**src/rtl/spm_port_arbiter_if.sv**
```systemverilog
// Bundle of the two requester ports and the single SPM port served by spm_port_arbiter.
// The arbiter binds to the slave modport; requesters (or a bench) drive through master.
interface spm_port_arbiter_if;
  logic        m0_req;
  logic        m0_rw;
  logic [11:0] m0_addr;
  logic [31:0] m0_wr_data;
  logic        m0_gnt;
  logic        m0_rdy;
  logic [31:0] m0_rd_data;

  logic        m1_req;
  logic        m1_rw;
  logic [11:0] m1_addr;
  logic [31:0] m1_wr_data;
  logic        m1_gnt;
  logic        m1_rdy;
  logic [31:0] m1_rd_data;

  logic [11:0] spm_addr;
  logic        spm_as_;
  logic        spm_rw;
  logic [31:0] spm_wr_data;
  logic [31:0] spm_rd_data;

  modport slave (
    input  m0_req, m0_rw, m0_addr, m0_wr_data,
    output m0_gnt, m0_rdy, m0_rd_data,
    input  m1_req, m1_rw, m1_addr, m1_wr_data,
    output m1_gnt, m1_rdy, m1_rd_data,
    output spm_addr, spm_as_, spm_rw, spm_wr_data,
    input  spm_rd_data
  );

  modport master (
    output m0_req, m0_rw, m0_addr, m0_wr_data,
    input  m0_gnt, m0_rdy, m0_rd_data,
    output m1_req, m1_rw, m1_addr, m1_wr_data,
    input  m1_gnt, m1_rdy, m1_rd_data,
    input  spm_addr, spm_as_, spm_rw, spm_wr_data,
    output spm_rd_data
  );
endinterface

```
**src/rtl/spm_port_arbiter.sv**
```systemverilog
// Two-master arbiter for one scratchpad port: m0 has priority, m1 is promoted
// after STARVE_LIMIT consecutive denied cycles. Grants are combinational, rdy follows one cycle later.
module spm_port_arbiter #(
  parameter int unsigned STARVE_LIMIT = 4
) (
  input logic              clk,
  input logic              reset,
  spm_port_arbiter_if.slave bus
);

  localparam logic [3:0] LIMIT = 4'(STARVE_LIMIT);

  logic [3:0] wait_cnt_q, wait_cnt_d;
  logic       pend_valid_q, pend_valid_d;
  logic       pend_owner_q, pend_owner_d;   // 1 = m1 owns the access in flight
  logic       pend_rw_q, pend_rw_d;
  logic       starve;
  logic       gnt0, gnt1;

  always_comb begin
    starve = (wait_cnt_q == LIMIT);
    gnt1   = !reset && bus.m1_req && (!bus.m0_req || starve);
    gnt0   = !reset && bus.m0_req && !gnt1;
  end

  always_comb begin
    wait_cnt_d   = wait_cnt_q;
    pend_valid_d = gnt0 || gnt1;
    pend_owner_d = gnt1;
    pend_rw_d    = gnt1 ? bus.m1_rw : bus.m0_rw;
    if (!bus.m1_req || gnt1) begin
      wait_cnt_d = 4'd0;
    end else if (wait_cnt_q < LIMIT) begin
      wait_cnt_d = wait_cnt_q + 4'd1;
    end
  end

  always_ff @(posedge clk) begin
    if (reset) begin
      wait_cnt_q   <= 4'd0;
      pend_valid_q <= 1'b0;
      pend_owner_q <= 1'b0;
      pend_rw_q    <= 1'b1;
    end else begin
      wait_cnt_q   <= wait_cnt_d;
      pend_valid_q <= pend_valid_d;
      pend_owner_q <= pend_owner_d;
      pend_rw_q    <= pend_rw_d;
    end
  end

  // SPM port mux: idle values whenever nothing is granted
  always_comb begin
    bus.m0_gnt      = gnt0;
    bus.m1_gnt      = gnt1;
    bus.spm_as_     = 1'b1;
    bus.spm_rw      = 1'b1;
    bus.spm_addr    = 12'd0;
    bus.spm_wr_data = 32'd0;
    if (gnt1) begin
      bus.spm_as_     = 1'b0;
      bus.spm_rw      = bus.m1_rw;
      bus.spm_addr    = bus.m1_addr;
      bus.spm_wr_data = bus.m1_wr_data;
    end else if (gnt0) begin
      bus.spm_as_     = 1'b0;
      bus.spm_rw      = bus.m0_rw;
      bus.spm_addr    = bus.m0_addr;
      bus.spm_wr_data = bus.m0_wr_data;
    end
  end

  // Reset masks rdy so an access granted just before reset never completes
  always_comb begin
    bus.m0_rdy     = !reset && pend_valid_q && !pend_owner_q;
    bus.m1_rdy     = !reset && pend_valid_q && pend_owner_q;
    bus.m0_rd_data = (bus.m0_rdy && pend_rw_q) ? bus.spm_rd_data : 32'd0;
    bus.m1_rd_data = (bus.m1_rdy && pend_rw_q) ? bus.spm_rd_data : 32'd0;
  end

endmodule

```
**src/flat_wrapper.sv**
```systemverilog
// flat-port wrapper written by rule: the top's interface ports become plain ports
module spm_port_arbiter_flat 
#(
  parameter int unsigned STARVE_LIMIT = 4
)
  (clk, reset, bus_m0_req, bus_m0_rw, bus_m0_addr, bus_m0_wr_data, bus_m0_gnt, bus_m0_rdy, bus_m0_rd_data, bus_m1_req, bus_m1_rw, bus_m1_addr, bus_m1_wr_data, bus_m1_gnt, bus_m1_rdy, bus_m1_rd_data, bus_spm_addr, bus_spm_as_, bus_spm_rw, bus_spm_wr_data, bus_spm_rd_data);
  spm_port_arbiter_if bus_i ();
  input logic clk;
  input logic reset;
  input wire logic [$bits(bus_i.m0_req)-1:0] bus_m0_req;
  input wire logic [$bits(bus_i.m0_rw)-1:0] bus_m0_rw;
  input wire logic [$bits(bus_i.m0_addr)-1:0] bus_m0_addr;
  input wire logic [$bits(bus_i.m0_wr_data)-1:0] bus_m0_wr_data;
  output wire logic [$bits(bus_i.m0_gnt)-1:0] bus_m0_gnt;
  output wire logic [$bits(bus_i.m0_rdy)-1:0] bus_m0_rdy;
  output wire logic [$bits(bus_i.m0_rd_data)-1:0] bus_m0_rd_data;
  input wire logic [$bits(bus_i.m1_req)-1:0] bus_m1_req;
  input wire logic [$bits(bus_i.m1_rw)-1:0] bus_m1_rw;
  input wire logic [$bits(bus_i.m1_addr)-1:0] bus_m1_addr;
  input wire logic [$bits(bus_i.m1_wr_data)-1:0] bus_m1_wr_data;
  output wire logic [$bits(bus_i.m1_gnt)-1:0] bus_m1_gnt;
  output wire logic [$bits(bus_i.m1_rdy)-1:0] bus_m1_rdy;
  output wire logic [$bits(bus_i.m1_rd_data)-1:0] bus_m1_rd_data;
  output wire logic [$bits(bus_i.spm_addr)-1:0] bus_spm_addr;
  output wire logic [$bits(bus_i.spm_as_)-1:0] bus_spm_as_;
  output wire logic [$bits(bus_i.spm_rw)-1:0] bus_spm_rw;
  output wire logic [$bits(bus_i.spm_wr_data)-1:0] bus_spm_wr_data;
  input wire logic [$bits(bus_i.spm_rd_data)-1:0] bus_spm_rd_data;
  assign bus_i.m0_req = bus_m0_req;
  assign bus_i.m0_rw = bus_m0_rw;
  assign bus_i.m0_addr = bus_m0_addr;
  assign bus_i.m0_wr_data = bus_m0_wr_data;
  assign bus_m0_gnt = bus_i.m0_gnt;
  assign bus_m0_rdy = bus_i.m0_rdy;
  assign bus_m0_rd_data = bus_i.m0_rd_data;
  assign bus_i.m1_req = bus_m1_req;
  assign bus_i.m1_rw = bus_m1_rw;
  assign bus_i.m1_addr = bus_m1_addr;
  assign bus_i.m1_wr_data = bus_m1_wr_data;
  assign bus_m1_gnt = bus_i.m1_gnt;
  assign bus_m1_rdy = bus_i.m1_rdy;
  assign bus_m1_rd_data = bus_i.m1_rd_data;
  assign bus_spm_addr = bus_i.spm_addr;
  assign bus_spm_as_ = bus_i.spm_as_;
  assign bus_spm_rw = bus_i.spm_rw;
  assign bus_spm_wr_data = bus_i.spm_wr_data;
  assign bus_i.spm_rd_data = bus_spm_rd_data;
  spm_port_arbiter #(.STARVE_LIMIT(STARVE_LIMIT)) u_core (.clk(clk), .reset(reset), .bus(bus_i));
endmodule
```
**config.mk**
```make
export PLATFORM = sky130hd
export DESIGN_NAME = spm_port_arbiter_flat
export DESIGN_NICKNAME = d
export VERILOG_FILES = /design/src/rtl/spm_port_arbiter_if.sv /design/src/rtl/spm_port_arbiter.sv /design/src/flat_wrapper.sv
export SDC_FILE = /design/constraint.sdc
export NUM_CORES = 1
export LEC_CHECK = 0
export ABC_AREA = 1
export ABC_CLOCK_PERIOD_IN_PS = 2100
export BUFFER_PORTS_ARGS = -buffer_cell sky130_fd_sc_hd__buf_2
export CORE_AREA = 3 3 92 94
export DETAILED_ROUTE_END_ITERATION = 16
export DIE_AREA = 0 0 95 97
export SLEW_MARGIN = 20
export SYNTH_ARGS = -nofsm -noshare
export SYNTH_HDL_FRONTEND = slang
export SYNTH_SLANG_ARGS = --single-unit
```
**constraint.sdc**
```tcl
create_clock -name clk -period 2.1 [get_ports clk]
set_input_delay 0.21 -clock clk [delete_from_list [all_inputs] [get_ports clk]]
set_output_delay 0.21 -clock clk [all_outputs]
set_load 0.02 [all_outputs]
```
==> qor.yml <==
hold_path:
  timing.hold.worst.start: "bus_m0_rw"
  min_to: "u_core.pend_rw_q$_SDFF_PP1_"
  hold_crit_class: "input port to flip-flop"
  hold_depth: 3
setup_path:
  worst_case_register_to_register_setup_slack_ps: 690
  worst_r2r_endpoint: "u_core.pend_rw_q$_SDFF_PP1_"
  critPathRequiredTime_ps: 1890
  r2r.worst_path.cells: 8
  cp_data_arrival_time_ps: 1720
  reg2reg_from: "u_core.wait_cnt_q[0]$_SDFFE_PP0N_"
  end_kind: "output pin"
  worst-setup-path-type: "flip-flop to output pin"
  critPathLaunchType: "flip-flop"
  critical_path.max_fanout: 28
final_layout:
  footprint_of_the_multi_input_gates_mm2: 0.001002
  seqCellArea_um2: 140.1
  fill_cells: 873
  syn2layout_area_growth_pct: 91.38
  num_antenna_cells: 0
  fraction_of_layout_instances_using_a_drive_strength_above_1_pct: 48.95
  layout.nets: 654
  layout.cell_area.non_filler_mm2: 0.002749
detailed_routing:
  vias: 2713
  routed_wire_per_std_cell_um: 11.96
  ant_nets: 0
  detail_route.first_pass.iterations: 6
  vias_per_cell: 4.327
  dr.first_iter.drc_count: 63
  routed_wl_um: 7498
  remaining_drc_errors: 0
clock_network:
  cts_tree: "built"
  hold_bufs_inserted_after_cts: 0
  cts_htree_levels: 1
  numCtsBuffers: 3
  worst_skew_pair.late_latency_ps: 230
  post_cts_resized: 0
  tritoncts_num_sinks: 7
  post_cts_buffers: 0
  root_buffer: "clkbuf_8"
  cts.clk_slew.worst_paths_ps: 40
  cts-root-to-sink-buffers: 2
synth:
  synth_fa_ha_area_share_pct: 1.742
  synth_xor_xnor_area_share_pct: 0.6098
  number_of_cells_produced_by_synthesis: 297
  synth.mux.area_fraction_pct: 0
  yosysTopAreaCellShare_pct: 32.06
  netlist.top_cell.by_area: "nand3_1"
  combinational_family_with_the_most_area_after_synthesis: "simple AND/OR/NAND/NOR gates"
  syn_nets: 425
  netlist-cell-type-count: 14
  syn-mean-instance-area_um2: 4.836
  synth_compound_area_share_pct: 0.6969
  synth_enable_flop_cells: 0
  synth_async_sr_flop_share_pct: 0
  synth-seq-area-share_pct: 9.756
  yosys_most_used_dff: "dfxtp_1"
  synthSimpleGateAreaFrac_pct: 66.20
  cell_types_with_the_largest_area_share_after_synthesis: "nand3_1 (32%), nor2_1 (20%), nand2_1 (13%), inv_1 (10%), dfxtp_1 (9.8%)"
  syn_warnings: 0
  post_synth_instance_area_mm2: 0.001436
  yosys_register_bits: 7
sta:
  worst_clock_skew_ps: 5.002
  setup_total_negative_slack_ps: 0
  tightestPinTransition_ps: 299.0
  slew_headroom_pct: 80.07
  clock.fmax_ghz: 0.5169
  period_needed_ps: 1935
  hold_violations: 0
  part_of_the_cycle_the_worst_path_needs_pct: 92.13
  rsz0062_at_grt: "no"
  final_max_slew_viols: 0
  finish_stage_setup_viols: 0
flow_run:
  drv.max_cap_violation_count: 0
place:
  dp_hpwl_um: 6439
  dpl-instance-area_mm2: 0.002704
  buffer_ports.inserted: 239
  routabilityCongestion: 0.8253
floorplan:
  fp.coreArea_mm2: 0.007727
  top_level_ports: 240
  die_area_mm2: 0.009215
  rows: 32
  fp.dieH_um: 97
  initial_core_util_pct: 18.59
  die_w_um: 95
power:
  ir_drop_worst_vdd_mv: 0.1602
  cellLeakagePower_nw: 1.992
  cellPowerDensity_mw_per_mm2: 298.9
global_routing:
  via_count_of_the_first_global_routing_pass: 2501
  grt_max_degree: 48
  global_route_total_overflow: 0
  grt_util_all_layers_pct: 14.81
  grt_antenna_before_repair: 1
  global_route_wire_length_before_repair_um: 11230
run_status:
  status: "complete, no violations"
-- area by class of cell --
type / instances / area share (%)
Sequential cell: 7 / 5.098
Clock buffer: 4 / 1.639
Tap cell: 102 / 4.643
Timing Repair Buffer: 248 / 46.43
Multi-Input combinational cell: 224 / 36.46
Inverter: 42 / 5.735
-- placed cells by master, fill, tap and decap left out --
| cell type | synthesis | routed |
|---|---|---|
| nand2_1 | 50 | 50 |
| nand2_4 | 1 | 1 |
| buf_4 | 0 | 8 |
| nand3_2 | 1 | 1 |
| nand3_1 | 92 | 92 |
| xor2_1 | 1 | 1 |
| dfxtp_1 | 7 | 7 |
| inv_2 | 3 | 3 |
| buf_2 | 19 | 239 |
| clkbuf_1 | 1 | 1 |
| inv_1 | 39 | 39 |
| ha_1 | 2 | 2 |
| clkbuf_8 | 0 | 3 |
| a21oi_1 | 2 | 2 |
| nor2_1 | 75 | 74 |
| nor2_4 | 0 | 1 |
| buf_12 | 0 | 1 |
-- Yosys cell counts, types with 2 or more instances --
cell type and number:
buf_6 4, inv_2 3, a21oi_1 2, buf_2 19
ha_1 2, nand2_1 50, dfxtp_1 7, inv_1 39
nand3_1 92, nor2_1 75
-- through the flow --
stage / hold WS (ps) / instances / total power, mW / utilization, % / setup WS, ps
2_1_floorplan: 320.6 / 297 / 0.4088 / - / 525.1
3_3_place_gp: 459.4 / 623 / 0.6337 / 34.99 / 462.8
3_5_place_dp: 460.7 / 623 / 0.6383 / 34.99 / 401.1
4_1_cts: 261.7 / 627 / 0.8313 / 35.57 / 141.9
5_1_grt: 298.6 / 627 / 0.8853 / 35.57 / 34.05
6_report: 263.0 / 627 / 0.8216 / 35.57 / 165.3
-- power breakdown --
part           total [mW]  internal [mW]  switching, mW
Clock               0.189          0.131         0.0582
Combinational       0.492          0.194          0.298
Sequential          0.140          0.138        0.00211
Total               0.822          0.463          0.358
-- kinds of logic (layout without fill, tap and decap cells) --
group	after synthesis	after routing
fa+ha+maj	2	2
flops	7	7
compound gates	2	2
xor+xnor	1	1
simple gates	219	219
buf+inv	66	294
-- metal layers --
layer	vias up	part of all wire [%]	global-route usage, %
met3	14	10	3.033
li1	1377	-	-
met1	1164	36	15.94
met2	156	52	28.36
met5	-	0.17	0
met4	2	1.5	3.996
-- critical path, stage by stage, from the launching register on --
cell	delay, ps
dfxtp_1	330
inv_1	70
ha_1	210
nand3_2	100
nand2_4	50
nand2_1	70
buf_4	270
nand2_1	130
nand3_1	90
buf_2	160
-- worst max-delay path by stage --
| stage | slack [ps] | end | startpoint |
|---|---|---|---|
| 2_1_floorplan | 530 | bus_m0_gnt | u_core.wait_cnt_q[0]$_SDFFE_PP0N_ |
| 3_3_place_gp | 460 | bus_spm_wr_data[31] | u_core.wait_cnt_q[0]$_SDFFE_PP0N_ |
| 3_5_place_dp | 400 | bus_spm_rw | u_core.wait_cnt_q[0]$_SDFFE_PP0N_ |
| 4_1_cts | 140 | bus_spm_rw | u_core.wait_cnt_q[0]$_SDFFE_PP0N_ |
| 5_1_grt | 30 | bus_spm_rw | u_core.wait_cnt_q[0]$_SDFFE_PP0N_ |
| 6_report | 170 | bus_spm_rw | u_core.wait_cnt_q[0]$_SDFFE_PP0N_ |
-- sequential cells by signal (all words and copies together) (netlist names) --
name / count
u_core.pend_rw_q: 1
u_core.pend_owner_q: 1
u_core.pend_valid_q: 1
u_core.wait_cnt_q: 4
(Power assumes the default switching activity.)
